[config.mk]
export PLATFORM = sky130hd
export DESIGN_NAME = sat_counter
export DESIGN_NICKNAME = d
export VERILOG_FILES = /design/src/rtl/toggle_checker_sat.sv
export SDC_FILE = /design/constraint.sdc
export NUM_CORES = 1
export LEC_CHECK = 0
export ABC_AREA = 0
export BUFFER_PORTS_ARGS = -buffer_cell sky130_fd_sc_hd__buf_2
export CAP_MARGIN = 20
export CELL_PAD_IN_SITES_DETAIL_PLACEMENT = 1
export CELL_PAD_IN_SITES_GLOBAL_PLACEMENT = 1
export CORE_AREA = 2 2 39 41
export CTS_BUF_LIST = sky130_fd_sc_hd__clkbuf_8
export DETAILED_ROUTE_END_ITERATION = 12
export DIE_AREA = 0 0 41 43
export PLACE_DENSITY = 0.82
export SYNTH_ARGS = -nofsm -noshare
export SYNTH_HDL_FRONTEND = slang
export SYNTH_SLANG_ARGS = --single-unit
[constraint.sdc]
create_clock -name clk -period 1.7 [get_ports clk]
set_input_delay 0.17 -clock clk [delete_from_list [all_inputs] [get_ports clk]]
set_output_delay 0.17 -clock clk [all_outputs]
set_load 0.03 [all_outputs]
[src/rtl/toggle_checker_sat.sv]
// Saturating up-counter used for the externally visible statistics.
// Latency: 1 cycle; no backpressure; clr wins over inc.
module sat_counter #(
    parameter int W = 8
) (
    input  logic         clk,
    input  logic         rst,
    input  logic         inc,
    input  logic         clr,
    output logic [W-1:0] count
);

    always_ff @(posedge clk or posedge rst) begin
        if (rst) begin
            count <= '0;
        end else if (clr) begin
            count <= '0;
        end else if (inc && (count != {W{1'b1}})) begin
            count <= count + 1'b1;
        end
    end

endmodule

==> impl_results.md <==
- Status: complete, no violations
- Post-synthesis instance total: 49
- Ant diodes: 0
- Max reg flops: 8
- Initial core utilization: 36.4%
- Final Instance Area: 628 sq um
- Biggest registers after layout: count x8
- GP Congestion: 0.808
- Worst Path Max Fanout: 5
- Max Buffers Root-to-Sink: 2
- Layout fillers: 164
- Most common cell after layout, fill and taps aside: buf_2
- Power Total: 0.490 mW
- Mapped cell area: 504 sq um
- Register area share after synthesis: 39.7%
- Ports: 12
- Residual DRC: 0
- WP depth: 4
- Worst-case reg-to-reg path depth: 4
- Core area: 0.00138 sq mm
- Total track usage: 17.1%
- Syn_nets: 54
- Final hold slack: 0.255 ns
- Final Cycle Share: 96.5%
- Clk Latency, worst-skew pair: 0.24 ns
- Share of cells above drive strength 1: 37.5%
- RSZ-0062 raised after global routing: false
- Final antenna-violating net count: 0
- Syn-to-layout area delta: 24.6%
- CTS HTree Levels: 1
- First-pass GRT wire length: 2.00 mm
- Hpwl dp: 834 um
- Multi-input gate area: 282 sq um
- PD cells: 780 mW/mm^2
- Vias in the first global route: 459
- Routed wire per std cell: 14.6 um
- Clock root buffer: clkbuf_8
- Fin. max-slew vios: 0
- Worst slew margin: 77.4%
- Num Clock Sinks: 8
- Peak VDD IR: 425 uV
- Final net count: 70
- FP Rows: 14
- Reg clk slew, reported paths: 0.05 ns
- Max Cap Viol: 0
- Layout Skew: 0.0116 ns
- PortBufs: 11
- Yosys reg bits: 8
- Leakage: 0.324 nW
- CP cell instances: ha_1 > and3_1 > a211oi_2 > mux2_4
- Antenna violations before repair: 0
- Pin count of the biggest net entering global routing: 11
- Fin. Hold Viols: 0
- Die width: 41 um
- Final cell count without fillers: 80
- Die area: 0.00176 sq mm
- CTS Buf Count: 3
- Worst hold stages: 2
- Syn avg cell area: 10.3 sq um
- Cell family with most CP delay: flip-flops
- Crit path arrival time: 1.76 ns
- Final min period: 1.64 ns
- Setup tns final: 0 ns
- Critical path data required time: 1.82 ns
- Netlist cell types: 25
- DRT Pass-1 Iters: 3
- Via count: 439
- Slowest-stage cell, CP: dfrtp_2
- FMAX: 0.609 GHz
- Storage cell area: 201 sq um
- R2R setup slack: 0.06 ns
- Biggest register: count
- Die Ht: 43 um
- Slew at the pin with the worst max-slew slack: 0.338 ns
- CTS tree: yes
- Critical path capture point type: flop
- Total wire length: 1.17 mm
- Worst hold-check path type: in2reg
- GRT overflow: 0
- Final setup viols: 0
- Drt via density: 5.49
- Placed cells: 75
- Synth warn: 0
- Post-DP Area: 573 sq um
- Worst path bufs/invs: 0
- Post-CTS Setup Repair Bufs: 0
- DR iter-0 viols: 2
- Startpoint Class: flop
- Crit Path Class: reg2reg
- Most frequent cells in the layout: 11 x buf_2, 7 x dfrtp_1
- CP peak stage delay: 0.43 ns
-- synth_stat cells --
library cell | n | area [sq um]
and2b_1 | 1 | 7.51
nor2b_1 | 4 | 25.0
nand4_1 | 2 | 12.5
inv_1 | 2 | 7.51
and3_1 | 1 | 6.26
nand2b_1 | 1 | 6.26
nor3_1 | 1 | 5.00
o211a_1 | 1 | 10.0
nor2_1 | 4 | 15.0
mux2_4 | 4 | 60.1
and4_1 | 1 | 8.76
a21oi_1 | 2 | 10.0
o311a_1 | 1 | 10.0
nand2_1 | 4 | 15.0
a211oi_2 | 1 | 12.5
a21boi_2 | 1 | 11.3
dfrtp_1 | 8 | 200
nand4b_1 | 1 | 8.76
nand3_1 | 2 | 10.0
clkbuf_1 | 1 | 3.75
o21bai_1 | 1 | 7.51
a21oi_2 | 2 | 17.5
ha_1 | 1 | 12.5
buf_6 | 1 | 11.3
mux2i_1 | 1 | 10.0
-- power by group --
| part | switching (mW) | leakage, nW | total (mW) | internal, mW |
|---|---|---|---|---|
| registers | 0.00586 | 0.109 | 0.202 | 0.196 |
| logic | 0.0289 | 0.188 | 0.0469 | 0.0180 |
| clock network | 0.0837 | 0.0269 | 0.241 | 0.157 |
| total | 0.118 | 0.324 | 0.490 | 0.371 |
-- per-stage QoR --
stage | worst slack, ns | utilization [%]
2_1_floorplan | 0.0232 | -
3_3_place_gp | 0.115 | 41.4
3_5_place_dp | 0.0651 | 41.4
4_1_cts | 0.0477 | 45.4
5_1_grt | 0.00819 | 45.4
6_report | 0.0593 | 45.4
-- timing repair --
item / in CTS / in global routing
hold buffers: 1 / 0
hold endpoints to repair: 8 / 0
resized for setup: 0 / 0
-- cell families after synthesis --
group | count (synthesis) | synth area share, %
AO/OA/AOI/OAI | 9 | 15.6
buffers and inverters | 4 | 4.47
flip-flops | 8 | 39.7
adder cells (fa/ha/maj) | 1 | 2.48
AND/OR/NAND/NOR | 22 | 23.8
multiplexers | 5 | 13.9
-- layer usage --
metal	GRT usage, %	vias to the layer above	routed length (um)
li1	-	206	-
met1	19.9	220	527
met5	0	-	0
met3	7.85	2	54
met4	6.00	0	14
met2	26.3	11	572
-- worst paths after layout --
check / startpoint / endpoint
worst max-delay path: count[0]$_DFFE_PP0P_ / count[5]$_DFFE_PP0P_
worst min-delay path: clr / count[2]$_DFFE_PP0P_
worst max register to register: count[0]$_DFFE_PP0P_ / count[5]$_DFFE_PP0P_
worst min register to register: count[1]$_DFFE_PP0P_ / count[1]$_DFFE_PP0P_
max in group asynchronous: rst / count[0]$_DFFE_PP0P_
min in group asynchronous: rst / count[0]$_DFFE_PP0P_
-- final cells by class --
class / count / area share, %
sequential: 8 / 32.1
clock inverter: 1 / 0.598
inverter: 2 / 1.20
clock buffer: 3 / 6.57
timing repair buffer: 13 / 11.6
multi-input combinational: 37 / 44.8
tap: 16 / 3.19
No activity file was read; power rests on OpenSTA's default activity.
